$ cat src/rtl/piso_tx_pkg.sv
// piso_tx_pkg: shared types and helpers for the PISO transmit scheduler.
//   state_t  - scheduler FSM states (explicit legacy encoding)
//   rr_pick  - round-robin search: first set valid bit at or above ptr,
//              wrapping modulo n
//   CNT_W / ID_W - counter and grant-index widths for the default
//              configuration (4 requesters, 4-bit words)
package piso_tx_pkg;

  localparam int N_REQ_DEF      = 4;
  localparam int WIDTH_DEF      = 4;
  localparam int GAP_CYCLES_DEF = 1;

  localparam int CNT_W = $clog2(WIDTH_DEF);
  localparam int ID_W  = $clog2(N_REQ_DEF);

  // Widest requester vector rr_pick can search.
  localparam int RR_MAX = 32;

  typedef enum logic [1:0] {
    IDLE  = 2'd0,
    SHIFT = 2'd1,
    GAP   = 2'd2
  } state_t;

  // Returns the first index with valid set, starting at ptr and wrapping
  // at n. Returns 0 when nothing is valid (callers gate on |valid).
  function automatic int unsigned rr_pick(input logic [RR_MAX-1:0] valid,
                                          input int unsigned       ptr,
                                          input int unsigned       n);
    int unsigned idx;
    logic        found;
    rr_pick = 0;
    found   = 1'b0;
    for (int unsigned k = 0; k < RR_MAX; k++) begin
      if (k < n) begin
        idx = (ptr + k) % n;
        if (!found && valid[idx]) begin
          rr_pick = idx;
          found   = 1'b1;
        end
      end
    end
  endfunction

endpackage

$ cat src/rtl/piso_shift_core.sv
// piso_shift_core: WIDTH-bit parallel-load, MSB-first shift register.
//   clk, rst  - clock, synchronous active-high reset (clears the register)
//   load      - capture d_in (has priority over shift_en)
//   shift_en  - shift left by one, zero filled from the LSB
//   d_in      - parallel word to load
//   msb       - current most significant bit (the serial data bit)
module piso_shift_core #(
  parameter int WIDTH = 4
) (
  input  logic             clk,
  input  logic             rst,
  input  logic             load,
  input  logic             shift_en,
  input  logic [WIDTH-1:0] d_in,
  output logic             msb
);

  logic [WIDTH-1:0] shift_reg;

  always_ff @(posedge clk) begin
    if (rst) begin
      shift_reg <= '0;
    end else if (load) begin
      shift_reg <= d_in;
    end else if (shift_en) begin
      shift_reg <= {shift_reg[WIDTH-2:0], 1'b0};
    end
  end

  assign msb = shift_reg[WIDTH-1];

endmodule

$ cat src/rtl/piso_tx_scheduler.sv
// piso_tx_scheduler: round-robin arbiter feeding one shared PISO shifter.
// One word is accepted per frame (valid/ready), shifted out MSB first over
// WIDTH cycles, followed by GAP_CYCLES forced idle cycles.
//   clk, rst     - clock, synchronous active-high reset
//   req_valid    - per-requester word-available flags
//   req_data     - packed words, requester i at [i*WIDTH +: WIDTH]
//   req_ready    - one-hot accept strobe, combinational, only in IDLE
//   serial_out   - serial data, MSB first, 0 when no data bit is on the line
//   frame_active - high while serial_out carries a data bit
//   bit_last     - high during the final data bit of a frame
//   grant_id     - requester whose word is being shifted
//   busy         - high while shifting or in the idle gap
module piso_tx_scheduler
  import piso_tx_pkg::*;
#(
  parameter int N_REQ      = N_REQ_DEF,
  parameter int WIDTH      = WIDTH_DEF,
  parameter int GAP_CYCLES = GAP_CYCLES_DEF
) (
  input  logic                     clk,
  input  logic                     rst,
  input  logic [N_REQ-1:0]         req_valid,
  input  logic [N_REQ*WIDTH-1:0]   req_data,
  output logic [N_REQ-1:0]         req_ready,
  output logic                     serial_out,
  output logic                     frame_active,
  output logic                     bit_last,
  output logic [$clog2(N_REQ)-1:0] grant_id,
  output logic                     busy
);

  localparam int ID_BITS  = $clog2(N_REQ);
  localparam int CNT_BITS = $clog2(WIDTH);
  localparam int GAP_BITS = (GAP_CYCLES > 1) ? $clog2(GAP_CYCLES) : 1;

  state_t              state;
  logic [CNT_BITS-1:0] bit_cnt;
  logic [GAP_BITS-1:0] gap_cnt;
  logic [ID_BITS-1:0]  rr_ptr;
  logic [ID_BITS-1:0]  pick;
  logic [ID_BITS-1:0]  rr_next;
  logic                any_valid;
  logic                accept;
  logic                last_bit;
  logic                gap_done;
  logic                shift_msb;

  assign any_valid = |req_valid;
  // No accept during the reset cycle so no ready pulse escapes a reset.
  assign accept    = (state == IDLE) && any_valid && !rst;
  assign last_bit  = (bit_cnt == CNT_BITS'(WIDTH - 1));
  assign gap_done  = (int'(gap_cnt) == GAP_CYCLES - 1);

  always_comb begin
    pick    = ID_BITS'(rr_pick(RR_MAX'(req_valid), int'(rr_ptr), N_REQ));
    rr_next = (int'(pick) + 1 == N_REQ) ? '0 : pick + 1'b1;
  end

  always_comb begin
    req_ready = '0;
    if (accept) begin
      req_ready[pick] = 1'b1;
    end
  end

  piso_shift_core #(
    .WIDTH (WIDTH)
  ) u_shift (
    .clk      (clk),
    .rst      (rst),
    .load     (accept),
    .shift_en (state == SHIFT),
    .d_in     (req_data[pick*WIDTH +: WIDTH]),
    .msb      (shift_msb)
  );

  always_ff @(posedge clk) begin
    if (rst) begin
      state    <= IDLE;
      bit_cnt  <= '0;
      gap_cnt  <= '0;
      rr_ptr   <= '0;
      grant_id <= '0;
    end else begin
      case (state)
        IDLE: begin
          if (any_valid) begin
            grant_id <= pick;
            rr_ptr   <= rr_next;
            bit_cnt  <= '0;
            state    <= SHIFT;
          end
        end
        SHIFT: begin
          bit_cnt <= bit_cnt + 1'b1;
          if (last_bit) begin
            bit_cnt <= '0;
            gap_cnt <= '0;
            state   <= (GAP_CYCLES > 0) ? GAP : IDLE;
          end
        end
        GAP: begin
          if (gap_done) begin
            state <= IDLE;
          end else begin
            gap_cnt <= gap_cnt + 1'b1;
          end
        end
        default: state <= IDLE;
      endcase
    end
  end

  assign frame_active = (state == SHIFT);
  assign serial_out   = frame_active && shift_msb;
  assign bit_last     = frame_active && last_bit;
  assign busy         = (state != IDLE);

endmodule

$ cat config.mk
export PLATFORM = sky130hd
export DESIGN_NAME = piso_tx_scheduler
export DESIGN_NICKNAME = d
export VERILOG_FILES = /design/src/rtl/piso_tx_pkg.sv /design/src/rtl/piso_shift_core.sv /design/src/rtl/piso_tx_scheduler.sv
export SDC_FILE = /design/constraint.sdc
export NUM_CORES = 1
export LEC_CHECK = 0
export BUFFER_PORTS_ARGS = -buffer_cell sky130_fd_sc_hd__buf_2
export CORE_UTILIZATION = 50
export CTS_CLUSTER_SIZE = 28
export DETAILED_ROUTE_END_ITERATION = 10
export GPL_TIMING_DRIVEN = 0
export PLACE_DENSITY = 0.8
export SKIP_LAST_GASP = 1
export SLEW_MARGIN = 20
export SYNTH_ARGS = -nofsm -noshare
export SYNTH_HDL_FRONTEND = slang
export SYNTH_SLANG_ARGS = --single-unit
export TNS_END_PERCENT = 10
$ cat constraint.sdc
create_clock -name clk -period 5.9 [get_ports clk]
set_input_delay 1.18 -clock clk [delete_from_list [all_inputs] [get_ports clk]]
set_output_delay 1.18 -clock clk [all_outputs]
set_load 0.02 [all_outputs]
==> results.json, run 1 <==
{
  "worst-setup-path-type": "input pin to output port",
  "synth_cell_types": 35,
  "crit_chain": "buf_2 > a21oi_1 > o21a_1 > o22ai_2 > clkinv_1 > ha_1 > and2_1 > buf_2",
  "yosysSeqAreaShare": 0.291,
  "min_path_type": "flip-flop to flip-flop",
  "final_core_util": 0.680,
  "crit_top_cell": "buf_2",
  "num_rows": 14,
  "arrival_ns": 2.78,
  "wl_per_cell_um": 12.3,
  "fin_area_um2": 1040,
  "portBuffers": 31,
  "cts.sinks": 12,
  "vias_per_cell": 5.50,
  "ant_nets": 0,
  "grt_pass1_wl_um": 3300,
  "nNetsFinal": 168,
  "ys.warnings.count": 0,
  "drv_slew": 0,
  "clock_path_buffers": 2,
  "first_global_vias": 812,
  "nFillCells": 148,
  "ioPinCount": 32,
  "cts_setup_buffers": 0,
  "drtPass1Iterations": 4,
  "grt_max_degree": 11,
  "crit_fanout": 9,
  "drive_gt1_frac": 0.350,
  "post-route-period-util": 0.671,
  "wl_um": 1920,
  "drt_iter0_markers": 18,
  "period_needed_ns": 3.96,
  "status": "finished clean",
  "critPathRequiredTime_ns": 4.72,
  "synth_area_per_cell_um2": 7.85,
  "start_util": 0.541,
  "peakVddDrop_mv": 0.112,
  "fin_setup_tns_ns": 0,
  "syn_area_um2": 825,
  "synth_nets": 132,
  "gp_congestion": 0.759,
  "layout_common_cells": "32 x buf_2, 16 x nand2_1, 12 x dfxtp_1",
  "yosysTopAreaCellShare": 0.291,
  "fin_ws_ns": 1.94,
  "netlist_instances": 105,
  "final_common_cell": "buf_2",
  "cts_resized": 0,
  "area_growth_pct": 25.6,
  "synth_edf_count": 0,
  "cts_made_buffers": 3,
  "final-setup-viol-count": 0,
  "root_buffer": "clkbuf_4",
  "path_clk_slew_ns": 0.07,
  "cts_hold_buffers": 0,
  "finalHoldViolCount": 0,
  "tightest_slew_ns": 0.413,
  "synth_seq_cells": 12,
  "setup.worst_path.start_class": "input pin",
  "cts_tree": "yes",
  "num_vias": 858,
  "end_kind": "output port",
  "drv_cap": 0,
  "drc_errors": 0,
  "p_leak_nw": 0.505,
  "clkLatencyLatePin_ns": 0.28,
  "hpwl_um": 1490,
  "largest_register_ffs": 4,
  "synth_area_leader_cell": "dfxtp_1",
  "dieWidth_um": 42.6,
  "relSlewSlack": 0.725,
  "diodes": 0,
  "critical-path-max-stage-delay_ns": 0.34,
  "synthArstFlopShare": 0,
  "critPathTopFamily": "buffers and inverters",
  "crit_buf_inv": 3,
  "die_area_um2": 1820,
  "die_height_um": 42.6,
  "grt.overflow.total": 0,
  "core-area_um2": 1520,
  "dp_slack_ns": 1.96,
  "antenna_found_initial": 0,
  "synth_area_leaders": "dfxtp_1 29%, ha_1 7.6%, nand2_1 7.3%",
  "power_density_nw_per_um2": 237,
  "timing.fmax_mhz": 253,
  "grtUsageTotal": 0.236,
  "rsz0062_at_grt": "no",
  "cp_slowest_cell": "clkinv_1",
  "skew_ns": 0.00326,
  "synthFlopType": "dfxtp_1",
  "place_area_um2": 1000,
  "htree_num_levels": 1
}
-- area by class of cell --
class                   instances  area, µm²  area share
plain buffers                   3       20.0      0.0193
multi-input cells              84        542       0.523
repair buffers                 31        155       0.150
flip-flops and latches         12        240       0.232
inverters                       6       22.5      0.0217
well taps                      16       20.0      0.0193
clock buffers                   4       36.3      0.0350
-- per-stage QoR --
stage / hold slack, ns / power (W) / std cells
after floorplan: 0.452 / 0.000156 / 105
after global placement: 0.440 / 0.000177 / 152
after detailed placement: 0.444 / 0.000181 / 152
after CTS: 0.455 / 0.000245 / 156
after global routing: 0.466 / 0.000260 / 156
final: 0.454 / 0.000245 / 156
-- logic make-up (layout without fill, tap and decap cells) --
kind of cell / count (synthesis) / in the layout / synth area share
simple gates: 49 / 49 / 0.297
compound gates: 27 / 27 / 0.241
flops: 12 / 12 / 0.291
buf+inv: 9 / 44 / 0.0516
fa+ha+maj: 5 / 5 / 0.0759
mux: 3 / 3 / 0.0425
-- synth_stat cells (2+ instances only) --
| library cell | count |
|---|---|
| nand2_1 | 16 |
| dfxtp_1 | 12 |
| a21oi_1 | 8 |
| nor3_1 | 7 |
| and2_1 | 6 |
| ha_1 | 5 |
| nor2_1 | 5 |
| o31ai_1 | 5 |
| nand3_1 | 3 |
| o31a_2 | 3 |
| a21o_1 | 2 |
| clkinv_1 | 2 |
| inv_1 | 2 |
| inv_2 | 2 |
| mux2i_1 | 2 |
| nand2b_1 | 2 |
| nand3b_1 | 2 |
| nor2_2 | 2 |
| o211ai_1 | 2 |
| or2_2 | 2 |
-- metal layers --
metal  vias to the layer above  GRT usage  share of wire
met3                         5     0.0259          0.041
met4                         0      0.113          0.020
met2                        27      0.415           0.49
li1                        446          -              -
met5                         -          0              0
met1                       380      0.281           0.45
-- power breakdown --
part / total [W] / leakage [nW] / switching (W) / internal (W)
sequential: 0.0000970 / 0.0991 / 0.00000680 / 0.0000902
clock: 0.0000662 / 0.0210 / 0.0000286 / 0.0000376
combinational: 0.0000823 / 0.385 / 0.0000482 / 0.0000342
-- worst paths after layout --
path,from,endpoint,slack [ns],cells after the start
hold reg to reg,grant_id[1]$_SDFFE_PP0N_,grant_id[1]$_SDFFE_PP0N_,0.45,2
setup reg to reg,rr_ptr[1]$_SDFFE_PP0N_,rr_ptr[1]$_SDFFE_PP0N_,3.87,7
setup / recovery,req_valid[0],req_ready[3],1.94,8
hold / removal,grant_id[1]$_SDFFE_PP0N_,grant_id[1]$_SDFFE_PP0N_,0.45,2
-- tightest hold or removal path, cell delays in order, from the launching register on --
cell	delay (ns)
dfxtp_1	0.31
nand2_1	0.05
a21oi_1	0.05
No activity file was read; power rests on OpenSTA's default activity.
==> inputs of run 2 (changes only) <==
Settings changed: ABC_AREA set to 1, PLACE_DENSITY 0.8 to 0.76.
Clock period 5.9 ns to 4.1 ns, I/O delays scaled along.
==> results.json, run 2 <==
{
  "status": "finished clean",
  "dieWidth_um": 48.3,
  "drive_gt1_frac": 0.347,
  "setup.worst_path.start_class": "input pin",
  "r2r-end": "rr_ptr[1]$_SDFFE_PP0N_",
  "crit_fanout": 8,
  "post-route-period-util": 0.778,
  "drv_cap": 0,
  "synth_top_cells_by_count": "40 x nand2_1, 21 x inv_1, 18 x nor2_1",
  "synth_area_leaders": "dfxtp_1 22%, nand2_1 14%, nand3_1 7.5%",
  "r2r_start": "rr_ptr[1]$_SDFFE_PP0N_",
  "largest_register_ffs": 4,
  "start_util": 0.541,
  "grtUsageTotal": 0.222,
  "htree_num_levels": 1,
  "die_height_um": 48.3,
  "switching_power_w": 0.000481,
  "clock_path_buffers": 2,
  "hpwl_um": 1780,
  "wl_um": 2250,
  "critPathRequiredTime_ns": 3.28,
  "rsz0062_at_grt": "no",
  "synth_nets": 195,
  "core-area_um2": 1980,
  "vias_per_cell": 4.85,
  "layout.area.seq_um2": 240,
  "synth_area_leader_cell": "dfxtp_1",
  "syn_area_um2": 1070,
  "synth_seq_cells": 12,
  "grt_max_degree": 12,
  "pwr-share-comb": 0.713,
  "power_density_nw_per_um2": 708,
  "diodes": 0,
  "period_needed_ns": 3.19,
  "wl_per_cell_um": 9.84,
  "critPathLaunch": "req_valid[3]",
  "nFillCells": 190,
  "grt.overflow.total": 0,
  "yosysTopAreaCellShare": 0.224,
  "drv_slew": 0,
  "tightest_slew_ns": 0.418,
  "synth_cell_types": 28,
  "synth_area_per_cell_um2": 6.38,
  "layout_common_cells": "40 x nand2_1, 30 x buf_2, 21 x inv_1",
  "cts_tree": "yes",
  "peakVddDrop_mv": 0.539,
  "root_buffer": "clkbuf_4",
  "synth_edf_count": 0,
  "worst-setup-path-type": "input pin to output port",
  "nNetsFinal": 230,
  "drtPass1Iterations": 5,
  "reg2reg_depth": 14,
  "drt_iter0_markers": 16,
  "fin_setup_tns_ns": 0,
  "sw_frac_of_total": 0.526,
  "clkPwrFrac": 0.104,
  "grt_pass1_wl_um": 4180,
  "yosysSeqAreaShare": 0.224,
  "area_growth_pct": 20.5,
  "cts_resized": 0,
  "cts_setup_buffers": 0,
  "seqPwrFrac": 0.183,
  "num_vias": 1110,
  "clkLatencyLatePin_ns": 0.28,
  "synthFlopType": "dfxtp_1",
  "multi_input_area_um2": 693,
  "path_clk_slew_ns": 0.07,
  "timing.fmax_mhz": 313,
  "final-setup-viol-count": 0,
  "portBuffers": 30,
  "ys.warnings.count": 0,
  "ant_nets": 0,
  "skew_ns": 0.00435,
  "end_kind": "output port",
  "antenna_found_initial": 0,
  "synth.most_common_cell": "nand2_1",
  "drc_errors": 0,
  "p_leak_nw": 0.709,
  "cts.sinks": 12,
  "die_area_um2": 2330,
  "relSlewSlack": 0.720,
  "final_common_cell": "nand2_1",
  "netlist_instances": 168,
  "p_total_w": 0.000915,
  "cts_hold_buffers": 0,
  "cp-endpoint": "req_ready[3]",
  "num_rows": 16,
  "rrSetupSlack_ns": 2.07,
  "first_global_vias": 1024,
  "p_int_w": 0.000434,
  "gp_congestion": 0.851,
  "ioPinCount": 32,
  "finalHoldViolCount": 0,
  "cts_made_buffers": 3,
  "synthArstFlopShare": 0,
  "arrival_ns": 2.37,
  "min_path_type": "flip-flop to flip-flop"
}
run 2: cell count changes in the layout (fill, tap and decap cells not counted), sizes merged, moves of 3 or more:
cell and change:
and2 -6, inv +25, nand2 +41, nand3 +15
nor2 +14, nor3 -6, o21ai +8, o31a -3
o31ai -5
run 2: cells by family (layout without fill, tap and decap cells):
family	after synthesis	after routing	share of synthesized area
buffers and inverters	33	67	0.130
AND/OR/NAND/NOR	100	100	0.488
adder cells (fa/ha/maj)	5	5	0.0583
flip-flops	12	12	0.224
AO/OA/AOI/OAI	18	18	0.100
run 2: final cells by class:
class / count / area share
well taps: 27 / 0.0261
multi-input cells: 123 / 0.536
repair buffers: 30 / 0.116
plain buffers: 3 / 0.0203
inverters: 30 / 0.0871
flip-flops and latches: 12 / 0.186
clock buffers: 4 / 0.0281
run 2: power groups by stage:
stage                Clock, W  Combinational (W)  Sequential (W)
CTS                 0.0000964           0.000657        0.000167
global route         0.000104           0.000741        0.000171
detailed placement          0           0.000652        0.000170
floorplan                   0           0.000524        0.000174
global placement            0           0.000632        0.000169
finish              0.0000951           0.000653        0.000167
run 2: worst min-delay path by stage:
stage	from	to	slack, ns	cells past startpoint
5_1_grt	bit_cnt[0]$_SDFFE_PP0P_	bit_cnt[0]$_SDFFE_PP0P_	0.50	1
2_1_floorplan	bit_cnt[0]$_SDFFE_PP0P_	bit_cnt[0]$_SDFFE_PP0P_	0.43	1
3_3_place_gp	bit_cnt[0]$_SDFFE_PP0P_	bit_cnt[0]$_SDFFE_PP0P_	0.44	1
4_1_cts	bit_cnt[0]$_SDFFE_PP0P_	bit_cnt[0]$_SDFFE_PP0P_	0.47	1
6_report	u_shift.shift_reg[1]$_SDFFE_PP0P_	u_shift.shift_reg[1]$_SDFFE_PP0P_	0.47	2
3_5_place_dp	bit_cnt[0]$_SDFFE_PP0P_	bit_cnt[0]$_SDFFE_PP0P_	0.46	1
run 2: layer usage:
metal	global-route usage	routed length, µm	vias up
met5	0	0	-
met4	0.0588	14	0
met1	0.266	1010	483
li1	-	-	589
met2	0.399	1100	36
met3	0.0472	127	2
run 2: stage by stage:
step           utilization  hold WS (ns)  instances  setup slack (ns)  instance area [µm²]
5_1_grt              0.652         0.499        229             0.725                 1290
4_1_cts              0.652         0.472        229             0.898                 1290
3_5_place_dp         0.634         0.464        225             0.918                 1260
2_1_floorplan            -         0.433        168              1.16                 1070
6_report             0.652         0.470        229             0.909                 1290
3_3_place_gp         0.634         0.444        225             0.938                 1260
run 2: critical path, cell delays in order:
cell      delay, ns
buf_2          0.10
clkinv_1       0.09
nand2_2        0.08
nand2_1        0.05
nor2_1         0.20
nor2_4         0.08
nand2_2        0.10
nor2_1         0.05
inv_2          0.04
nand2_2        0.13
inv_2          0.15
ha_1           0.16
inv_1          0.04
nor2_1         0.09
buf_2          0.17
==> inputs of run 3 (changes only) <==
Settings changed: ABC_AREA 1 to 0, CORE_UTILIZATION 50 to 42, PLACE_DENSITY 0.76 to 0.71.
Clock period 4.1 ns to 2.7 ns, I/O delays scaled along.
==> results.json, run 3 (synthesis results as in run 1) <==
{
  "root_buffer": "clkbuf_4",
  "crit_chain": "or2b_1 > a21oi_2 > or3_1 > buf_6 > inv_2 > ha_1 > and2_1 > buf_2",
  "wl_per_cell_um": 11.2,
  "power_density_nw_per_um2": 509,
  "antenna_found_initial": 0,
  "hpwl_um": 1430,
  "end_kind": "output port",
  "cts.sinks": 12,
  "setup.worst_path.start_class": "flip-flop",
  "skew_ns": 0.00376,
  "peakVddDrop_mv": 0.245,
  "num_vias": 850,
  "worst-setup-path-type": "flip-flop to output port",
  "place_area_um2": 1010,
  "final_core_util": 0.596,
  "grt_max_degree": 11,
  "relSlewSlack": 0.717,
  "finalHoldViolCount": 0,
  "layout_common_cells": "32 x buf_2, 16 x nand2_1, 11 x dfxtp_1",
  "cts_tree": "yes",
  "first_global_vias": 727,
  "clkLatencyLatePin_ns": 0.28,
  "htree_num_levels": 1,
  "portBuffers": 31,
  "ioPinCount": 32,
  "grt_pass1_wl_um": 3080,
  "nNetsFinal": 168,
  "min_path_type": "flip-flop to flip-flop",
  "timing.fmax_mhz": 383,
  "largest_register_ffs": 4,
  "fin_setup_tns_ns": 0,
  "grt.overflow.total": 0,
  "post-route-period-util": 0.966,
  "rsz0062_at_grt": "yes",
  "status": "finished clean",
  "die_area_um2": 2140,
  "final_common_cell": "buf_2",
  "start_util": 0.462,
  "drt_iter0_markers": 14,
  "p_leak_nw": 0.508,
  "period_needed_ns": 2.61,
  "path_clk_slew_ns": 0.08,
  "drv_slew": 0,
  "tightest_slew_ns": 0.425,
  "drv_cap": 0,
  "cts_made_buffers": 3,
  "wl_um": 1850,
  "critical-path-max-stage-delay_ns": 0.37,
  "ant_nets": 0,
  "dieWidth_um": 46.3,
  "clock_path_buffers": 2,
  "cts_hold_buffers": 0,
  "crit_buf_inv": 3,
  "crit_fanout": 8,
  "core-area_um2": 1780,
  "critPathRequiredTime_ns": 2.16,
  "drtPass1Iterations": 4,
  "gp_congestion": 0.791,
  "critPathTopFamily": "simple AND/OR/NAND/NOR gates",
  "drive_gt1_frac": 0.364,
  "drc_errors": 0,
  "die_height_um": 46.3,
  "grtUsageTotal": 0.203,
  "final-setup-viol-count": 0,
  "num_rows": 15,
  "arrival_ns": 2.07,
  "vias_per_cell": 5.15,
  "cp_slowest_cell": "dfxtp_2",
  "diodes": 0,
  "area_growth_pct": 28.8,
  "p_total_w": 0.000541,
  "fin_area_um2": 1060
}
[run 3: final timing paths]
kind | from | depth (start not counted) | slack (ns) | endpoint
worst max-delay path | rr_ptr[1]$_SDFFE_PP0N_ | 8 | 0.09 | req_ready[1]
worst min-delay path | grant_id[0]$_SDFFE_PP0N_ | 2 | 0.46 | grant_id[0]$_SDFFE_PP0N_
worst max register to register | rr_ptr[1]$_SDFFE_PP0N_ | 6 | 0.84 | u_shift.shift_reg[1]$_SDFFE_PP0P_
worst min register to register | grant_id[0]$_SDFFE_PP0N_ | 2 | 0.46 | grant_id[0]$_SDFFE_PP0N_
[run 3: repair_timing]
action,CTS,global route
pin swaps,0,0
setup buffers,0,0
gates resized for setup,1,3
setup endpoints to repair,2,4
[run 3: cell type report]
| type | count | area, µm² |
|---|---|---|
| Fill cell | 173 | 721 |
| Multi-Input combinational cell | 84 | 554 |
| Sequential cell | 12 | 241 |
| Timing Repair Buffer | 31 | 155 |
| Clock buffer | 4 | 36.3 |
| Tap cell | 25 | 31.3 |
| Inverter | 6 | 23.8 |
| Buffer | 3 | 20.0 |
[run 3: report_power, final]
part / total [W] / internal, W / leakage, nW / switching (W)
registers: 0.000212 / 0.000198 / 0.0995 / 0.0000143
clock network: 0.000144 / 0.0000821 / 0.0210 / 0.0000617
logic: 0.000185 / 0.0000775 / 0.388 / 0.000107
total: 0.000541 / 0.000357 / 0.508 / 0.000183
[run 3: tightest hold or removal path, delay by kind of cell, from the launching register on]
kind            cells  cell delay (ns)
simple gates        1             0.05
flops               1             0.31
compound gates      1             0.05
[run 3: metrics by stage]
stage               hold slack [ns]  instances  worst slack, ns
global route                  0.482        165         -0.00533
finish                        0.462        165           0.0913
floorplan                     0.452        105            0.433
global placement              0.442        161           0.0857
detailed placement            0.457        161           0.0446
CTS                           0.468        165           0.0536
[run 3: per-layer routing]
metal	GRT usage	vias to the layer above	wire length, µm	share of wire
li1	-	442	-	-
met1	0.250	374	835	0.45
met2	0.328	29	861	0.47
met3	0.0392	5	106	0.057
met4	0.106	0	41	0.022
met5	0	-	0	0
